File: config.mk
export PLATFORM = sky130hd
export DESIGN_NAME = mem_port_arbiter
export DESIGN_NICKNAME = d
export VERILOG_FILES = /design/src/rtl/risc_pkg.sv /design/src/rtl/mem_port_arbiter.sv
export SDC_FILE = /design/constraint.sdc
export NUM_CORES = 1
export LEC_CHECK = 0
export ABC_AREA = 1
export CORE_ASPECT_RATIO = 0.75
export CORE_MARGIN = 5
export CORE_UTILIZATION = 40
export CTS_CLUSTER_DIAMETER = 200
export DETAILED_ROUTE_END_ITERATION = 10
export PLACE_DENSITY_LB_ADDON = 0.12
export SLEW_MARGIN = 20
export SYNTH_ARGS = -nofsm -noshare
export SYNTH_HDL_FRONTEND = slang
export SYNTH_SLANG_ARGS = --single-unit
File: constraint.sdc
create_clock -name clk -period 4.39 [get_ports clk]
set_clock_uncertainty 0.15 [all_clocks]
set_input_delay 1.317 -clock clk [delete_from_list [all_inputs] [get_ports clk]]
set_output_delay 1.317 -clock clk [all_outputs]
set_load 0.05 [all_outputs]
File: src/rtl/risc_pkg.sv
// Definitions shared by the RISC memory subsystem: memory geometry,
// arbiter priority states and the load/store opcodes used in memory images.
package risc_pkg;

    localparam int unsigned MEM_ADDR_WIDTH = 8;
    localparam int unsigned MEM_DATA_WIDTH = 16;

    typedef enum logic {
        PRI_DATA  = 1'b0,
        PRI_FETCH = 1'b1
    } arb_state_e;

    localparam logic [3:0] OPC_LW = 4'h9;
    localparam logic [3:0] OPC_SW = 4'hA;

endpackage

File: src/rtl/mem_port_arbiter.sv
// Shares the single-port main memory between instruction fetch and load/store.
// Data normally wins; a starvation counter hands priority to fetch.
module mem_port_arbiter
    import risc_pkg::*;
#(
    parameter int unsigned ADDR_WIDTH = MEM_ADDR_WIDTH,
    parameter int unsigned DATA_WIDTH = MEM_DATA_WIDTH,
    parameter int unsigned MAX_WAIT   = 4
) (
    input  logic                  clk,
    input  logic                  rst,
    input  logic                  if_req,
    input  logic [ADDR_WIDTH-1:0] if_addr,
    output logic                  if_gnt,
    output logic [DATA_WIDTH-1:0] if_rdata,
    output logic                  if_rvalid,
    input  logic                  ds_req,
    input  logic                  ds_we,
    input  logic [ADDR_WIDTH-1:0] ds_addr,
    input  logic [DATA_WIDTH-1:0] ds_wdata,
    output logic                  ds_gnt,
    output logic [DATA_WIDTH-1:0] ds_rdata,
    output logic                  ds_rvalid,
    output logic [ADDR_WIDTH-1:0] mem_addr,
    output logic                  mem_wr,
    output logic [DATA_WIDTH-1:0] mem_wdata,
    input  logic [DATA_WIDTH-1:0] mem_rdata
);

    localparam int unsigned      CNT_W      = $clog2(MAX_WAIT + 1);
    localparam logic [CNT_W-1:0] WAIT_LIMIT = CNT_W'(MAX_WAIT);

    arb_state_e            state_q, state_d;
    logic [CNT_W-1:0]      wait_cnt_q, wait_cnt_d;
    logic [DATA_WIDTH-1:0] if_rdata_q, if_rdata_d;
    logic [DATA_WIDTH-1:0] ds_rdata_q, ds_rdata_d;
    logic                  if_rvalid_q, if_rvalid_d;
    logic                  ds_rvalid_q, ds_rvalid_d;
    logic                  if_gnt_c, ds_gnt_c, ds_rd_c;

    always_comb begin
        if_gnt_c   = 1'b0;
        ds_gnt_c   = 1'b0;
        state_d    = state_q;
        wait_cnt_d = wait_cnt_q;

        if (!rst) begin
            case (state_q)
                PRI_DATA: begin
                    ds_gnt_c = ds_req;
                    if_gnt_c = if_req & ~ds_req;
                end
                PRI_FETCH: begin
                    if_gnt_c = if_req;
                    ds_gnt_c = ds_req & ~if_req;
                end
                default: ;
            endcase
        end

        if (!if_req || if_gnt_c) begin
            wait_cnt_d = '0;
        end else if (wait_cnt_q != WAIT_LIMIT) begin
            wait_cnt_d = wait_cnt_q + CNT_W'(1);
        end

        // Switch on the edge where the count reaches the limit, so fetch wins
        // the cycle right after its MAX_WAIT-th consecutive denial.
        case (state_q)
            PRI_DATA:  if (wait_cnt_d == WAIT_LIMIT) state_d = PRI_FETCH;
            PRI_FETCH: if (if_gnt_c || !if_req)      state_d = PRI_DATA;
            default:   state_d = PRI_DATA;
        endcase
    end

    always_comb begin
        ds_rd_c     = ds_gnt_c & ~ds_we;
        if_rvalid_d = if_gnt_c;
        ds_rvalid_d = ds_rd_c;
        if_rdata_d  = if_gnt_c ? mem_rdata : if_rdata_q;
        ds_rdata_d  = ds_rd_c  ? mem_rdata : ds_rdata_q;
    end

    always_ff @(posedge clk) begin
        if (rst) begin
            state_q     <= PRI_DATA;
            wait_cnt_q  <= '0;
            if_rdata_q  <= '0;
            ds_rdata_q  <= '0;
            if_rvalid_q <= 1'b0;
            ds_rvalid_q <= 1'b0;
        end else begin
            state_q     <= state_d;
            wait_cnt_q  <= wait_cnt_d;
            if_rdata_q  <= if_rdata_d;
            ds_rdata_q  <= ds_rdata_d;
            if_rvalid_q <= if_rvalid_d;
            ds_rvalid_q <= ds_rvalid_d;
        end
    end

    assign if_gnt    = if_gnt_c;
    assign ds_gnt    = ds_gnt_c;
    assign mem_addr  = ds_gnt_c ? ds_addr : if_addr;
    assign mem_wr    = ds_gnt_c & ds_we & ~rst;
    assign mem_wdata = ds_wdata;
    assign if_rdata  = if_rdata_q;
    assign ds_rdata  = ds_rdata_q;
    // A read answer due in a cycle where reset is asserted is dropped.
    assign if_rvalid = if_rvalid_q & ~rst;
    assign ds_rvalid = ds_rvalid_q & ~rst;

endmodule
Word-level counts from Yosys, hierarchy flattened

Cells that the tools add are included.
Widths: inputs -> output; s select.

Bits in registers: 38

Add/sub/neg operators: 1
Equal/unequal tests: 2
Mux-type cells: 10
Bitwise logic cells: 12
Reductions and logical operators: 2

Operators with widths:

| cell                | number |
|---|---|
| $mux 8              | 1 |
| $and 1x1->1         | 7 |
| $mux 3              | 2 |
| $pmux 1 s2          | 3 |
| $not 1->1           | 5 |
| $mux 1              | 4 |
| $add 3x1->3 const B | 1 |
| $eq 3x3->1 const B  | 1 |
| $ne 3x3->1 const B  | 1 |
| $logic_not 1->1     | 1 |
| $logic_or 1x1->1    | 1 |

Depth between registers and ports, before layout

Gate-level depths: netlist of the first run.

Depth in word-level cells: 9
Mapped depth: 7

Least setup slack after synthesis of the first run

Ideal clock, no wire load.

Path kind: input to output
Start: input if_req
End: output mem_addr[0]
Arrival time: 2.522 ns
Data required time: 2.923 ns
Slack: 0.401 ns
Stages on the path: 5
Cells stage by stage: nand2_2 -> nand2_2 -> clkinv_1 -> nand2_1 -> nand2_1

Longest elaborated chain between the ends: 5

Ends and longest elaborated chain:

| element         | line                    | source |
|---|---|---|
| start, declared | mem_port_arbiter.sv:12  | `input logic if_req,` |
| $not 1->1       | mem_port_arbiter.sv:55  | `ds_gnt_c = ds_req & ~if_req;` |
| $and 1x1->1     | mem_port_arbiter.sv:55  |  |
| $pmux 1 s2      | mem_port_arbiter.sv:48  | `case (state_q)` |
| $mux 1          | mem_port_arbiter.sv:47  | `if (!rst) begin` |
| net ds_gnt      | mem_port_arbiter.sv:21  | `output logic ds_gnt,` |
| $mux 8          | mem_port_arbiter.sv:104 | `assign mem_addr = ds_gnt_c ? ds_addr : if_addr;` |
| end, declared   | mem_port_arbiter.sv:24  | `output logic [ADDR_WIDTH-1:0] mem_addr,` |

The timed path passes the listed nets, and every way through them passes these cells.

Worst setup path after layout of the first run

Start: input rst
End: output mem_addr[5]

Longest elaborated chain between the ends: 2

Ends and longest elaborated chain:

| element         | line                    | source |
|---|---|---|
| start, declared | mem_port_arbiter.sv:11  | `input logic rst,` |
| $mux 1          | mem_port_arbiter.sv:47  |  |
| $mux 8          | mem_port_arbiter.sv:104 |  |

Every way passes these cells.

==> impl_summary.txt, run 1 <==
----------------------------------------------------
[Cells and area]
  Sequential cell area ... between 700 and 800 um^2
  Final-layout fill cell count ... 401
  Synthesis-to-finish area growth ... 53.6%
  Filler-free cell count of the finished design ... slightly above 400
  Antenna cells ... 0
  Fraction of layout instances using a drive strength above 1 ... under 10%
  Total area of multi-input combinational cells ... just under 700 um^2
  Most common library cell in the layout ignoring fill and taps ... sky130_fd_sc_hd__clkdlybuf4s50_1
  Highest-count cells in the layout ignoring fill and taps ... sky130_fd_sc_hd__clkdlybuf4s50_1, sky130_fd_sc_hd__nand2_1, sky130_fd_sc_hd__inv_1, sky130_fd_sc_hd__dfxtp_1, sky130_fd_sc_hd__nor2_1
  Post-route design area ... around 0.0029 mm^2
  Layout Nets ... approximately 400

[Drt]
  Remaining number of nets flagged by the antenna check after routing ... 0
  Number of remaining DRC errors ... 0
  Initial detailed-routing violation count ... between 60 and 70
  Detailed-route via count ... roughly 1800
  Routed via count divided by cell count ... about 4.4
  DRT Pass-1 Iters ... 4
  Average wire length per cell after detail routing ... roughly 12 um
  Total routed wirelength ... 4.83 mm

[STA]
  Final critical path time including I/O delays and setup ... roughly 4.2 ns
  Hold violation total from the final report ... 0
  Worst-case hold slack ... around 0.34 ns
  Period utilisation layout ... ~95%
  Unrepaired setup endpoints after global routing ... no
  Maximum operating frequency ... 0.239 GHz
  Total setup violations reported at the end of the flow ... 0
  Slew @ Worst Pin ... roughly 0.53 ns
  Worst slew margin ... about two thirds
  Accumulated negative setup slack ... 0 ns
  Max Slew Vio Count ... 0

[Outcome]
  Run status ... complete, no violations

[Hold path]
  HP Class ... reg -> reg
  Endpoint of the worst hold path ... if_rdata[8]
  Hold path startpoint ... if_rdata[8]
  Worst hold path stage count ... 2

[Floorplan]
  Total Die Area ... between 0.006 and 0.007 mm^2
  Core area ... between 0.004 and 0.005 mm^2
  Initial Utilization ... 41.5%
  Total I/O pin count ... approximately 110
  Die height ... 69.1 um
  # rows ... 21
  Die X ... 88.8 um

[Clock tree]
  Number of hold-repair buffers added at the cts stage ... 0
  Post-CTS Setup Repair Bufs ... 0
  H-tree levels ... 2
  Clk slew on worst S/H paths ... 0.07 ns
  Clock tree from TritonCTS ... yes
  TritonCTS Buffers ... 5
  Latest clock arrival within the worst-skew pair ... between 0.2 and 0.3 ns
  Clock sink count ... 38
  Root Buffer Master ... sky130_fd_sc_hd__clkbuf_8
  Max clock buf depth ... 2
  Number of gates given a new drive strength after cts ... 0

[Job]
  Max-cap viol count ... 0

[Global route]
  Aggregate global-route resource usage ... 16.2%
  Initial antenna violation count ... 0
  Pin count of the biggest net entering global routing ... 35
  Global-route wire length before repair ... between 7 and 8 mm
  Congestion Overflow GR ... 0
  Vias in the first global route ... roughly 1600

[Power and ir drop]
  Final Power ... about 890 uW
  Leakage power figure ... 0.00136 uW
  Total power divided by cell area ... slightly above 300 mW/mm^2
  Peak VDD IR ... between 200 and 250 uV

[Yosys]
  Fraction of post-synthesis cell area in the top cell type by area ... between 40% and 50%
  Count of unique library cells instantiated by Yosys ... 18
  Avg Synthesized Cell Area ... ~6.7 um^2
  Synthesis-stage register bit count ... 38
  Net count after synthesis ... around 330
  Sequential fraction of the synthesis area ... a little over 40%
  Largest cells by area after synthesis ... sky130_fd_sc_hd__dfxtp_1, sky130_fd_sc_hd__nand2_1, sky130_fd_sc_hd__inv_1
  Cell type with the highest aggregate area in the netlist ... sky130_fd_sc_hd__dfxtp_1
  Syn Std Cell Area ... 0.00186 mm^2
  Post-Syn Instances ... roughly 280
  Yosys warns ... 0

[Placed design]
  Cells after DPL ... between 300 and 400
  Cell area after placement ... between 0.002 and 0.003 mm^2
  HPWL Detailed ... 3.72 mm
  Total of buffers placed on input and output ports ... 81
  GPL Wtd Cong ... a little under 0.8

[Worst setup path]
  Category of the worst setup path capture point ... output pin
  Max FO, Critical Path ... 9
  CP max stage cell ... sky130_fd_sc_hd__clkdlybuf4s50_1
  Reg-to-reg endpoint ... ds_rdata[8]
  Type of the worst setup path ... in -> out
  R2R Path Start ... state_q
  Startpoint types ... input port
  Data arrival time of the critical path ... roughly 2.7 ns
  List of cells traversed by the critical path ... clkdlybuf4s50_1 > nor2_4 > nand2_2 > clkinv_1 > nand2_1 > nand2_1 > buf_12
  Cell type with the highest occurrence count on the critical path ... sky130_fd_sc_hd__nand2_1
  Number of cells on the worst reg-to-reg path ... 6
  Required time reported for the critical path endpoint ... 2.92 ns
  Delay of the slowest cell on the worst path ... around 0.6 ns
  Register-to-Register Setup Slack ... 3.06 ns

----------------------------------------------------
## how the worst max path moves through the flow
stage                       from          end  slack, ns  cells past startpoint
final                        rst  mem_addr[5]       0.20                      7
after global routing         rst  mem_addr[2]       0.06                      7
after CTS                    rst  mem_addr[5]       0.19                      7
after detailed placement     rst  mem_addr[5]       0.19                      7
after global placement       rst  mem_addr[7]       0.24                      7
after floorplan           if_req  mem_addr[0]       0.40                      5
## Yosys cell counts
| cell | n |
|---|---|
| sky130_fd_sc_hd__clkinv_1 | 2 |
| sky130_fd_sc_hd__nor2_4 | 1 |
| sky130_fd_sc_hd__nand2_2 | 3 |
| sky130_fd_sc_hd__clkbuf_1 | 5 |
| sky130_fd_sc_hd__buf_6 | 1 |
| sky130_fd_sc_hd__buf_4 | 16 |
| sky130_fd_sc_hd__nand2_1 | 64 |
| sky130_fd_sc_hd__buf_1 | 1 |
| sky130_fd_sc_hd__buf_2 | 3 |
| sky130_fd_sc_hd__inv_1 | 63 |
| sky130_fd_sc_hd__nand4_1 | 16 |
| sky130_fd_sc_hd__ha_1 | 2 |
| sky130_fd_sc_hd__nor2_1 | 26 |
| sky130_fd_sc_hd__o21ai_0 | 17 |
| sky130_fd_sc_hd__nand3_4 | 1 |
| sky130_fd_sc_hd__nor3_1 | 1 |
| sky130_fd_sc_hd__nand3_1 | 18 |
| sky130_fd_sc_hd__dfxtp_1 | 38 |
## state kept, by name (all words and copies together) (netlist names)
name / cells
ds_rdata: 16
if_rdata: 16
wait_cnt_q: 3
ds_rvalid_q: 1
if_rvalid_q: 1
state_q: 1
## logic make-up after synthesis
kind of cell    after synthesis  share of synthesized area (%)
buf+inv                      91                           22.1
compound gates               17                           4.56
flops                        38                           40.8
fa+ha+maj                     2                           1.34
simple gates                130                           31.1
## power by group
group          switching (uW)  internal [uW]  total [uW]
Combinational             144            103         247
Clock                     115            158         273
Sequential               8.88            362         371
## area by class of cell
| cell class | count | area share, % |
|---|---|---|
| Multi-Input combinational cell | 149 | 24.1 |
| Tap cell | 57 | 2.49 |
| Sequential cell | 38 | 26.6 |
| Inverter | 65 | 8.52 |
| Clock buffer | 8 | 3.85 |
| Timing Repair Buffer | 87 | 34.4 |
## critical path: cells and delay by family
kind          cells  cell delay [ns]
buf+inv           3             1.02
simple gates      4             0.39
## stage by stage
stage	worst slack, ns	util, %
floorplan	0.401	-
global placement	0.237	61.3
detailed placement	0.187	61.3
CTS	0.185	63.7
global route	0.0598	63.7
finish	0.204	63.7
## routing by layer
metal  vias to the layer above  share of wire (%)  wire length (um)  GRT usage [%]
li1                        955                  -                 -              -
met4                         0                1.4                66           5.37
met5                         -                  0                 0              0
met2                        60                 43              2070           23.8
met1                       758                 49              2360           22.3
met3                         9                6.7               322           4.88
(Power assumes the default switching activity.)
==> run 2: changes to the inputs <==
--- a/config.mk
+++ b/config.mk
@@ -16,3 +16,4 @@
 export SYNTH_ARGS = -nofsm -noshare
 export SYNTH_HDL_FRONTEND = slang
 export SYNTH_SLANG_ARGS = --single-unit
+export TNS_END_PERCENT = 10
==> results of run 2 <==
Same layout as run 1: the final DEF is identical, and so are final timing and power.
